`config.mk`:
```
export PLATFORM = sky130hd
export DESIGN_NAME = window_buff
export DESIGN_NICKNAME = d
export VERILOG_FILES = /design/src/rtl/cnn_pkg.sv /design/src/rtl/window_idx_gen.sv /design/src/rtl/window_buff.sv
export SDC_FILE = /design/constraint.sdc
export NUM_CORES = 1
export LEC_CHECK = 0
export BUFFER_PORTS_ARGS = -buffer_cell sky130_fd_sc_hd__buf_2
export CAP_MARGIN = 20
export CORE_ASPECT_RATIO = 0.75
export CORE_MARGIN = 2
export CORE_UTILIZATION = 50
export DETAILED_ROUTE_END_ITERATION = 8
export GPL_TIMING_DRIVEN = 0
export PLACE_DENSITY = 0.68
export SYNTH_ARGS = -nofsm -noshare
export SYNTH_HDL_FRONTEND = slang
export SYNTH_SLANG_ARGS = --single-unit
```
`constraint.sdc`:
```
create_clock -name clk -period 6.35 [get_ports clk]
set_input_delay 1.27 -clock clk [delete_from_list [all_inputs] [get_ports clk]]
set_output_delay 1.27 -clock clk [all_outputs]
set_load 0.01 [all_outputs]
```
`src/rtl/cnn_pkg.sv`:
```
// Shared definitions for the CNN datapath blocks: read-order encoding,
// window-buffer FSM states and the default element width.
package cnn_pkg;

    localparam int DEFAULT_DATA_W = 8;

    // Read order of a window stream
    localparam logic ORDER_ROW = 1'b0;
    localparam logic ORDER_COL = 1'b1;

    typedef enum logic {
        IDLE   = 1'b0,
        STREAM = 1'b1
    } state_t;

endpackage

```
`src/rtl/window_idx_gen.sv`:
```
// 2-D (row, col) index generator for window streaming. Holds the index of the
// element currently in the output register, presents the following index
// combinationally (for the storage read), and flags the final element.
module window_idx_gen
    import cnn_pkg::*;
#(
    parameter int ROWS  = 4,
    parameter int COLS  = 4,
    parameter int ROW_W = (ROWS > 1) ? $clog2(ROWS) : 1,
    parameter int COL_W = (COLS > 1) ? $clog2(COLS) : 1,
    parameter int IDX_W = (ROWS * COLS > 1) ? $clog2(ROWS * COLS) : 1
) (
    input  logic             clk,
    input  logic             rst,
    input  logic             init_i,
    input  logic             adv_i,
    input  logic             order_i,
    output logic [ROW_W-1:0] row_o,
    output logic [COL_W-1:0] col_o,
    output logic [ROW_W-1:0] nrow_o,
    output logic [COL_W-1:0] ncol_o,
    output logic             last_o
);

    logic [ROW_W-1:0] row_q;
    logic [COL_W-1:0] col_q;
    logic [IDX_W-1:0] cnt_q;
    logic             order_q;
    logic             row_end;
    logic             col_end;

    assign row_end = (row_q == ROW_W'(ROWS - 1));
    assign col_end = (col_q == COL_W'(COLS - 1));
    assign last_o  = (cnt_q == IDX_W'(ROWS * COLS - 1));
    assign row_o   = row_q;
    assign col_o   = col_q;

    // Next index in the latched order; wraps to (0,0) after the last element
    always_comb begin
        nrow_o = row_q;
        ncol_o = col_q;
        if (order_q == ORDER_COL) begin
            if (row_end) begin
                nrow_o = '0;
                ncol_o = col_end ? '0 : col_q + COL_W'(1);
            end else begin
                nrow_o = row_q + ROW_W'(1);
            end
        end else begin
            if (col_end) begin
                ncol_o = '0;
                nrow_o = row_end ? '0 : row_q + ROW_W'(1);
            end else begin
                ncol_o = col_q + COL_W'(1);
            end
        end
    end

    // Index state: init restarts at (0,0) and latches the order, adv steps
    always_ff @(posedge clk or posedge rst) begin
        if (rst) begin
            row_q   <= '0;
            col_q   <= '0;
            cnt_q   <= '0;
            order_q <= ORDER_ROW;
        end else if (init_i) begin
            row_q   <= '0;
            col_q   <= '0;
            cnt_q   <= '0;
            order_q <= order_i;
        end else if (adv_i) begin
            row_q <= nrow_o;
            col_q <= ncol_o;
            cnt_q <= last_o ? '0 : cnt_q + IDX_W'(1);
        end
    end

endmodule

```
`src/rtl/window_buff.sv`:
```
// ROWS x COLS window buffer between the main buffer and the PE/MAC array.
// Rows are loaded whole; the window is streamed one element per handshake in
// row- or column-major order, optionally restreaming for filter reuse.
module window_buff
    import cnn_pkg::*;
#(
    parameter int DATA_W = DEFAULT_DATA_W,
    parameter int ROWS   = 4,
    parameter int COLS   = 4,
    parameter int ROW_W  = (ROWS > 1) ? $clog2(ROWS) : 1,
    parameter int IDX_W  = (ROWS * COLS > 1) ? $clog2(ROWS * COLS) : 1,
    parameter int COL_W  = (COLS > 1) ? $clog2(COLS) : 1
) (
    input  logic                   clk,
    input  logic                   rst,
    input  logic                   wr_en,
    input  logic [ROW_W-1:0]       wr_row,
    input  logic [COLS*DATA_W-1:0] wr_data,
    input  logic                   clear,
    input  logic                   rd_start,
    input  logic                   col_major,
    input  logic                   repeat_en,
    input  logic                   rd_ready,
    output logic                   rd_valid,
    output logic [DATA_W-1:0]      rd_data,
    output logic                   rd_last,
    output logic [ROW_W-1:0]       rd_row,
    output logic [COL_W-1:0]       rd_col,
    output logic                   busy,
    output logic [ROWS-1:0]        loaded,
    output logic                   start_err
);

    logic [DATA_W-1:0] mem_q [ROWS][COLS];
    logic [ROWS-1:0]   loaded_q, loaded_d;
    state_t            state_q, state_d;
    logic              rd_valid_q, rd_valid_d;
    logic [DATA_W-1:0] rd_data_q, rd_data_d;
    logic              start_err_q, start_err_d;
    logic              wr_ok;
    logic              hs;
    logic              idx_init, idx_adv, idx_last;
    logic [ROW_W-1:0]  nrow;
    logic [COL_W-1:0]  ncol;

    assign wr_ok = wr_en && ({1'b0, wr_row} < (ROW_W + 1)'(ROWS));
    assign hs    = rd_valid_q & rd_ready;

    window_idx_gen #(
        .ROWS  (ROWS),
        .COLS  (COLS),
        .ROW_W (ROW_W),
        .COL_W (COL_W),
        .IDX_W (IDX_W)
    ) u_idx (
        .clk     (clk),
        .rst     (rst),
        .init_i  (idx_init),
        .adv_i   (idx_adv),
        .order_i (col_major),
        .row_o   (rd_row),
        .col_o   (rd_col),
        .nrow_o  (nrow),
        .ncol_o  (ncol),
        .last_o  (idx_last)
    );

    // Row storage; reads elsewhere see the pre-write contents of this edge
    always_ff @(posedge clk or posedge rst) begin
        if (rst) begin
            for (int r = 0; r < ROWS; r++)
                for (int c = 0; c < COLS; c++)
                    mem_q[r][c] <= '0;
        end else if (wr_ok) begin
            for (int c = 0; c < COLS; c++)
                mem_q[wr_row][c] <= wr_data[c*DATA_W +: DATA_W];
        end
    end

    // Loaded mask: clear first, then a same-cycle write sets its row
    always_comb begin
        loaded_d = clear ? '0 : loaded_q;
        if (wr_ok)
            loaded_d[wr_row] = 1'b1;
    end

    // Loaded mask register
    always_ff @(posedge clk or posedge rst) begin
        if (rst) loaded_q <= '0;
        else     loaded_q <= loaded_d;
    end

    // FSM next state and output-register next values
    always_comb begin
        state_d     = state_q;
        rd_valid_d  = rd_valid_q;
        rd_data_d   = rd_data_q;
        start_err_d = 1'b0;
        idx_init    = 1'b0;
        idx_adv     = 1'b0;
        case (state_q)
            IDLE: begin
                if (rd_start) begin
                    if (&loaded_q) begin
                        state_d    = STREAM;
                        rd_valid_d = 1'b1;
                        rd_data_d  = mem_q[0][0];
                        idx_init   = 1'b1;
                    end else begin
                        start_err_d = 1'b1;
                    end
                end
            end
            STREAM: begin
                if (hs) begin
                    idx_adv = 1'b1;
                    if (idx_last && !repeat_en) begin
                        state_d    = IDLE;
                        rd_valid_d = 1'b0;
                    end else begin
                        rd_data_d = mem_q[nrow][ncol];
                    end
                end
            end
            default: state_d = IDLE;
        endcase
    end

    // FSM state and output registers
    always_ff @(posedge clk or posedge rst) begin
        if (rst) begin
            state_q     <= IDLE;
            rd_valid_q  <= 1'b0;
            rd_data_q   <= '0;
            start_err_q <= 1'b0;
        end else begin
            state_q     <= state_d;
            rd_valid_q  <= rd_valid_d;
            rd_data_q   <= rd_data_d;
            start_err_q <= start_err_d;
        end
    end

    assign rd_valid  = rd_valid_q;
    assign rd_data   = rd_data_q;
    assign rd_last   = rd_valid_q & idx_last;
    assign busy      = (state_q == STREAM);
    assign loaded    = loaded_q;
    assign start_err = start_err_q;

endmodule
```
==> results of run 1 <==
final timing paths:
path	from	endpoint	slack, ns	cells past startpoint
worst max-delay path	wr_row[0]	mem_q[110]	3.23	4
worst min-delay path	mem_q[50]	mem_q[50]	0.50	1
worst max register to register	u_idx.row_o[0]	rd_data[7]	3.27	9
worst min register to register	mem_q[50]	mem_q[50]	0.50	1
max in group asynchronous	rst	mem_q[25]	4.57	3
min in group asynchronous	rst	mem_q[102]	0.95	2
cells in the mapped netlist (all sizes together), types with 7 or more instances:
| cell type | number | area, sq um |
|---|---|---|
| nand2 | 40 | 150 |
| a21o | 7 | 52.6 |
| dfrtp | 152 | 3800 |
| nand3 | 18 | 90.1 |
| a31oi | 7 | 43.8 |
| a21oi | 15 | 90.1 |
| o21ai | 20 | 100 |
| inv | 7 | 26.3 |
| nor2 | 19 | 71.3 |
| buf | 12 | 63.8 |
| mux2i | 39 | 390 |
| mux2 | 131 | 1480 |
| clkbuf | 15 | 56.3 |
worst max-delay path, stage by stage:
cell	delay, ns
buf_2	0.12
nor3b_1	0.79
clkbuf_1	0.80
mux2_2	0.43
stage by stage:
step                      cells  hold WS, ns   util
after floorplan             558        0.470      -
after global placement      794        0.481  0.553
after detailed placement    795        0.489  0.556
after CTS                   826        0.502  0.597
after global routing        826        0.507  0.597
final                       826        0.500  0.597
layout make-up:
class	instances	area, sq um
Inverter	8	35.0
Clock buffer	20	447
Clock inverter	11	125
Sequential cell	152	3800
Buffer	27	120
Multi-Input combinational cell	371	3150
Timing Repair Buffer	62	333
Fill cell	1097	5560
Tap cell	175	219
power groups by stage:
stage	combinational (mW)	clock [mW]	sequential [mW]
floorplan	0.324	0	1.23
global placement	0.437	0	1.24
detailed placement	0.457	0	1.25
CTS	0.461	0.995	1.24
global route	0.500	1.04	1.26
finish	0.461	0.987	1.24
flip-flops by register name, summed over array words and instances, names as in the netlist:
name           cells
busy               1
loaded             4
mem_q            128
rd_data            8
rd_valid           1
start_err          1
u_idx.cnt_q        4
u_idx.col_o        2
u_idx.order_q      1
u_idx.row_o        2
kinds of logic after synthesis:
group / Yosys count / synth area share
muxes: 176 / 0.283
adders and majority gates: 3 / 0.00529
DFF: 152 / 0.536
buffers and inverters: 35 / 0.0211
xor gates and xnor gates: 1 / 0.00123
and+or+nand+nor: 114 / 0.0795
AOI/OAI and AO/OA: 77 / 0.0744
per-layer routing:
metal | vias up | track usage | share of wire
li1 | 2237 | - | -
met1 | 2591 | 0.368 | 0.45
met4 | 0 | 0.0807 | 0.020
met3 | 41 | 0.0567 | 0.072
met2 | 218 | 0.393 | 0.46
met5 | - | 0 | 0
==> flow_metrics.env, run 1 <==
export IMPL_yosysWarnings=0
export IMPL_final_common_cell="dfrtp_1"
export IMPL_power_frac_comb=0.171
export IMPL_hpwl_um=12700
export IMPL_fp_dieArea_sq_um=15200
export IMPL_grt_pass1_wl_um=29000
export IMPL_wl_per_cell_um=22.6
export IMPL_p_int_mw=1.96
export IMPL_synth_ff_type="dfrtp_1"
export IMPL_outcome="complete, no violations"
export IMPL_nets=684
export IMPL_place_area_sq_um=7660
export IMPL_design_area_sq_um=8240
export IMPL_worstHoldPathType="reg -> reg"
export IMPL_cts_made_buffers=17
export IMPL_post_route_period_util=0.491
export IMPL_drtPass1Iterations=5
export IMPL_finalClockSkew_ns=0.0122
export IMPL_grt_pass1_vias=5191
export IMPL_clk_latency_ns=0.42
export IMPL_cts_sinks=152
export IMPL_antenna_cells=0
export IMPL_initial_utilization=0.515
export IMPL_cts_root_buf="clkbuf_16"
export IMPL_arrival_ns=3.42
export IMPL_finalHoldViolCount=0
export IMPL_postRouteAntennaNets=0
export IMPL_routed_wl_um=18600
export IMPL_worst_pin_slew_ns=1.15
export IMPL_vias=5087
export IMPL_avgSynthCellArea_sq_um=12.7
export IMPL_die_w_um=142
export IMPL_antenna_found_initial=0
export IMPL_synth_edff_count=0
export IMPL_ys_types=56
export IMPL_ys_ff_latch=152
export IMPL_cts_tree="built"
export IMPL_io_pin_count=62
export IMPL_drt_initial_drc_count=465
export IMPL_powerDensity_nw_per_um2=326
export IMPL_synthArstFlopShare=1.00
export IMPL_max_cap_violations=0
export IMPL_grtUsageTotal=0.257
export IMPL_criticalPathCategory="in -> reg"
export IMPL_core_area_sq_um=13800
export IMPL_dp_slack_ns=2.86
export IMPL_cp_max_fo=10
export IMPL_cts_resized=0
export IMPL_syn_inst=558
export IMPL_synth_fp_nets=603
export IMPL_fmax_mhz=321
export IMPL_drc=0
export IMPL_required_ns=6.65
export IMPL_synthToLayoutAreaGrowth_pct=16.0
export IMPL_cts_setup_buffers=0
export IMPL_rsz0062_at_grt="false"
export IMPL_ys_seq_area_frac=0.536
export IMPL_seqPwrFrac=0.461
export IMPL_fin_crit_ns=3.12
export IMPL_setup_viol=0
export IMPL_most_common_layout_cells="dfrtp_1, mux2_2, buf_2"
export IMPL_clk_pin_slew_ns=0.06
export IMPL_irDropWorstVdd_uv=188
export IMPL_drive_gt1_frac=0.373
export IMPL_crit_path_start_kind="primary input"
export IMPL_grt_overflow=0
export IMPL_grt_max_degree=85
export IMPL_rows=37
export IMPL_numPortBuffers=61
export IMPL_p_sw_frac=0.270
export IMPL_p_sw_uw=725
export IMPL_ctsLongestPathBuffers=2
export IMPL_maxSlewHeadroom=0.228
export IMPL_p_total_mw=2.69
export IMPL_cts_hold_buffers=0
export IMPL_final_max_slew_viol_count=0
export IMPL_routabilityCongestion=0.851
export IMPL_syn_cell_area_sq_um=7100
export IMPL_p_leak_nw=3.80
export IMPL_routed_via_density=6.16
export IMPL_cts_max_level=4
export IMPL_clockPowerShare=0.367
export IMPL_setup_ws_ns=3.23
export IMPL_endpoint_kind="flop"
export IMPL_tns_ns=0
export IMPL_die_y_um=107
Power figures use the tool's default switching activity.
==> run 2: changes to the inputs <==
Settings changed: PLACE_DENSITY 0.68 to 0.7.
Clock period 6.35 ns to 2.6 ns, I/O delays scaled along.
==> flow_metrics.env, run 2 (synthesis gave the netlist of run 1 again) <==
export IMPL_fmax_mhz=390
export IMPL_design_area_sq_um=8600
export IMPL_finalClockSkew_ns=0.00888
export IMPL_outcome="complete, no violations"
export IMPL_drtPass1Iterations=9
export IMPL_final_max_slew_viol_count=0
export IMPL_final_common_cell="dfrtp_1"
export IMPL_required_ns=2.94
export IMPL_p_leak_nw=3.96
export IMPL_slowest_delay_ns=0.52
export IMPL_tns_ns=0
export IMPL_initial_utilization=0.515
export IMPL_grt_overflow=0
export IMPL_io_pin_count=62
export IMPL_grt_pass1_vias=5152
export IMPL_setup_viol=0
export IMPL_cts_tree="built"
export IMPL_stdcell_count=846
export IMPL_hpwl_um=12700
export IMPL_ctsLongestPathBuffers=2
export IMPL_routed_via_density=6.14
export IMPL_clk_latency_ns=0.43
export IMPL_setup_ws_ns=0.0341
export IMPL_most_common_layout_cells="dfrtp_1, mux2_2, buf_2"
export IMPL_arrival_ns=2.90
export IMPL_routed_wl_um=18800
export IMPL_drive_gt1_frac=0.425
export IMPL_cts_made_buffers=17
export IMPL_slowest_stage="mux4_2"
export IMPL_vias=5197
export IMPL_numPortBuffers=61
export IMPL_cts_root_buf="clkbuf_16"
export IMPL_powerDensity_nw_per_um2=804
export IMPL_fp_dieArea_sq_um=15200
export IMPL_antenna_found_initial=0
export IMPL_largest_register="mem_q"
export IMPL_post_route_period_util=0.987
export IMPL_drc=0
export IMPL_criticalPathCategory="reg -> reg"
export IMPL_max_cap_violations=0
export IMPL_grt_pass1_wl_um=28600
export IMPL_die_y_um=107
export IMPL_core_area_sq_um=13800
export IMPL_largest_reg_flops=128
export IMPL_drt_initial_drc_count=353
export IMPL_die_w_um=142
export IMPL_antenna_cells=0
export IMPL_cp_max_fo=5
export IMPL_nets=703
export IMPL_clk_pin_slew_ns=0.07
export IMPL_synthToLayoutAreaGrowth_pct=21.1
export IMPL_wl_per_cell_um=22.2
export IMPL_fin_crit_ns=2.57
export IMPL_dp_slack_ns=-0.381
export IMPL_worstHoldPathType="in -> async"
export IMPL_maxSlewHeadroom=0.332
export IMPL_endpoint_kind="flop"
export IMPL_irDropWorstVdd_uv=506
export IMPL_cts_sinks=152
export IMPL_reg2reg_depth=9
export IMPL_cts_max_level=4
export IMPL_crit_path_start_kind="flop"
export IMPL_postRouteAntennaNets=0
export IMPL_cp_cell_sequence="ha_4 -> or2_1 -> buf_2 -> a21oi_4 -> buf_6 -> mux2i_1 -> mux4_2 -> and3_1 -> a211oi_2"
export IMPL_grt_max_degree=46
export IMPL_rows=37
export IMPL_worst_pin_slew_ns=1.00
export IMPL_finalHoldViolCount=0
export IMPL_place_area_sq_um=7700
export IMPL_routabilityCongestion=0.876
export IMPL_grtUsageTotal=0.254
export IMPL_dp_cells=797
==> run 2: timing repair <==
action	in CTS	in global routing
gates resized for setup	21	12
pin swaps	1	3
hold buffers	0	0
endpoints found under the setup margin	8	8
buffers inserted	2	16
==> run 2: worst paths after layout <==
check	from	to	slack (ns)
max in group asynchronous	rst	u_idx.col_o[1]	1.49
max	u_idx.col_o[0]	rd_data[6]	0.03
min in group clk	clear	loaded[3]	0.32
min reg2reg	mem_q[91]	mem_q[91]	0.50
min	rst	mem_q[6]	0.19
max reg2reg	u_idx.col_o[0]	rd_data[6]	0.03
==> run 2: metal layers <==
layer / global-route usage / vias up / wire length [um]
li1: - / 2272 / -
met1: 0.354 / 2676 / 8410
met2: 0.394 / 211 / 8650
met3: 0.0478 / 38 / 1310
met4: 0.106 / 0 / 422
met5: 0 / - / 0
==> run 2: worst max-delay path, delay by kind of cell (launching register included) <==
kind	cells	cell delay, ns
DFF	1	0.45
buffers and inverters	2	0.32
AOI/OAI and AO/OA	2	0.48
muxes	2	0.61
adders and majority gates	1	0.20
and+or+nand+nor	2	0.42
==> run 2: area by class of cell <==
cell class | instances | area, sq um
Fill cell | 1062 | 5200
Tap cell | 175 | 219
Clock buffer | 18 | 429
Buffer | 26 | 133
Multi-Input combinational cell | 371 | 3240
Inverter | 8 | 35.0
Clock inverter | 14 | 221
Timing Repair Buffer | 82 | 508
Sequential cell | 152 | 3810
==> run 2: where the power goes <==
part / switching [mW] / internal, mW
combinational: 0.544 / 0.606
sequential: 0.257 / 2.78
clock: 1.01 / 1.71
total: 1.81 / 5.10
==> run 2: per-stage QoR <==
stage / utilization / hold WS (ns) / total power [mW]
3_5_place_dp: 0.558 / 0.488 / 4.17
2_1_floorplan: - / 0.470 / 3.79
3_3_place_gp: 0.553 / 0.471 / 4.11
4_1_cts: 0.612 / 0.207 / 6.91
5_1_grt: 0.623 / 0.241 / 7.17
6_report: 0.623 / 0.187 / 6.91
==> run 3: changes to the inputs <==
Settings changed: CORE_UTILIZATION 50 to 40, PLACE_DENSITY 0.7 to 0.58.
==> flow_metrics.env, run 3 (synthesis gave the netlist of run 1 again) <==
export IMPL_p_leak_nw=3.93
export IMPL_cts_tree="built"
export IMPL_reg2reg_depth=7
export IMPL_max_cap_violations=0
export IMPL_final_max_slew_viol_count=0
export IMPL_endpoint_kind="flop"
export IMPL_place_area_sq_um=7820
export IMPL_largest_reg_flops=128
export IMPL_cts_max_level=4
export IMPL_routed_via_density=5.60
export IMPL_final_common_cell="dfrtp_1"
export IMPL_r2r_end="rd_data[6]"
export IMPL_dp_cells=866
export IMPL_worstHoldPathType="in -> async"
export IMPL_postRouteAntennaNets=0
export IMPL_arrival_ns=2.83
export IMPL_cp_max_fo=9
export IMPL_routabilityCongestion=0.844
export IMPL_required_ns=2.94
export IMPL_ctsLongestPathBuffers=2
export IMPL_numPortBuffers=61
export IMPL_design_area_sq_um=8630
export IMPL_finalClockSkew_ns=0.00886
export IMPL_grt_pass1_vias=5274
export IMPL_irDropWorstVdd_uv=344
export IMPL_vias=5062
export IMPL_grtUsageTotal=0.220
export IMPL_antenna_cells=0
export IMPL_cts_made_buffers=17
export IMPL_grtUsageMet3=0.0531
export IMPL_stdcell_count=904
export IMPL_fp_dieArea_sq_um=18800
export IMPL_rows=42
export IMPL_grt_overflow=0
export IMPL_core_area_sq_um=17500
export IMPL_finalHoldViolCount=0
export IMPL_cts_hold_buffers=0
export IMPL_final_util=0.493
export IMPL_largest_register="mem_q"
export IMPL_crit_path_start_kind="flop"
export IMPL_busiest_layer="met2"
export IMPL_drive_gt1_frac=0.415
export IMPL_r2r_setup_slack_ns=0.11
export IMPL_clk_pin_slew_ns=0.06
export IMPL_antenna_found_initial=0
export IMPL_p_total_mw=6.79
export IMPL_drtPass1Iterations=7
export IMPL_wl_per_cell_um=21.5
export IMPL_post_route_period_util=0.959
export IMPL_maxSlewHeadroom=0.277
export IMPL_use_met1=0.315
export IMPL_drc=0
export IMPL_drt_initial_drc_count=395
export IMPL_grt_pass1_wl_um=30300
export IMPL_io_pin_count=62
export IMPL_powerDensity_nw_per_um2=787
export IMPL_tns_ns=0
export IMPL_outcome="complete, no violations"
export IMPL_die_w_um=158
export IMPL_grt_max_degree=41
export IMPL_r2r_start="busy"
export IMPL_grt_use_met2=0.329
export IMPL_cts_root_buf="clkbuf_16"
export IMPL_fin_crit_ns=2.49
export IMPL_synthToLayoutAreaGrowth_pct=21.6
export IMPL_nets=696
export IMPL_routed_wl_um=19400
export IMPL_hpwl_um=13600
export IMPL_clk_latency_ns=0.43
export IMPL_worst_pin_slew_ns=1.08
export IMPL_cts_sinks=152
export IMPL_setup_viol=0
export IMPL_criticalPathCategory="reg -> reg"
export IMPL_die_y_um=119
export IMPL_initial_utilization=0.406
export IMPL_most_common_layout_cells="dfrtp_1, mux2_2, buf_2"
export IMPL_fmax_mhz=401
==> run 3: final cells by class <==
cell class                      instances  area, sq um
Fill cell                            1554         8860
Sequential cell                       152         3810
Multi-Input combinational cell        371         3250
Timing Repair Buffer                   74          485
Clock buffer                           21          460
Tap cell                              242          303
Clock inverter                          9          149
Buffer                                 27          141
Inverter                                8         35.0
==> run 3: report_power, final <==
part | switching, mW | total, mW | internal (mW)
logic | 0.551 | 1.16 | 0.612
clock network | 0.952 | 2.59 | 1.64
registers | 0.252 | 3.04 | 2.79
==> run 3: critical path, cell delays in order (launching register included) <==
cell and delay (ns):
dfrtp_1 0.33, clkbuf_1 0.40, clkinv_2 0.33, a31oi_2 0.39, a21o_1 0.40, nand2_1 0.17
and3_1 0.20, a211oi_2 0.18
==> run 3: how the worst max path moves through the flow <==
stage                               from          to  slack (ns)
after detailed placement  u_idx.col_o[0]  rd_data[0]       -0.39
final                               busy  rd_data[6]        0.11
after floorplan                      rst        busy        0.16
after CTS                 u_idx.row_o[0]  rd_data[7]        0.02
after global placement               rst   mem_q[73]       -0.74
after global routing                busy  rd_data[6]      -0.003
==> run 3: layer usage <==
metal | routed length, um | vias up
li1 | - | 2252
met1 | 9110 | 2605
met2 | 8810 | 168
met3 | 1190 | 37
met4 | 317 | 0
met5 | 0 | -
==> run 3: metrics by stage <==
stage / hold slack [ns] / setup slack [ns]
6_report: 0.104 / 0.107
5_1_grt: 0.135 / -0.00311
4_1_cts: 0.0992 / 0.0178
3_5_place_dp: 0.488 / -0.389
3_3_place_gp: 0.483 / -0.735
2_1_floorplan: 0.470 / 0.163
==> run 3: what timing repair did <==
item | in CTS | in global routing
cloned | 0 | 0
setup buffers | 5 | 3
setup endpoints to repair | 8 | 8
gates resized for setup | 20 | 16
pin swaps | 2 | 3
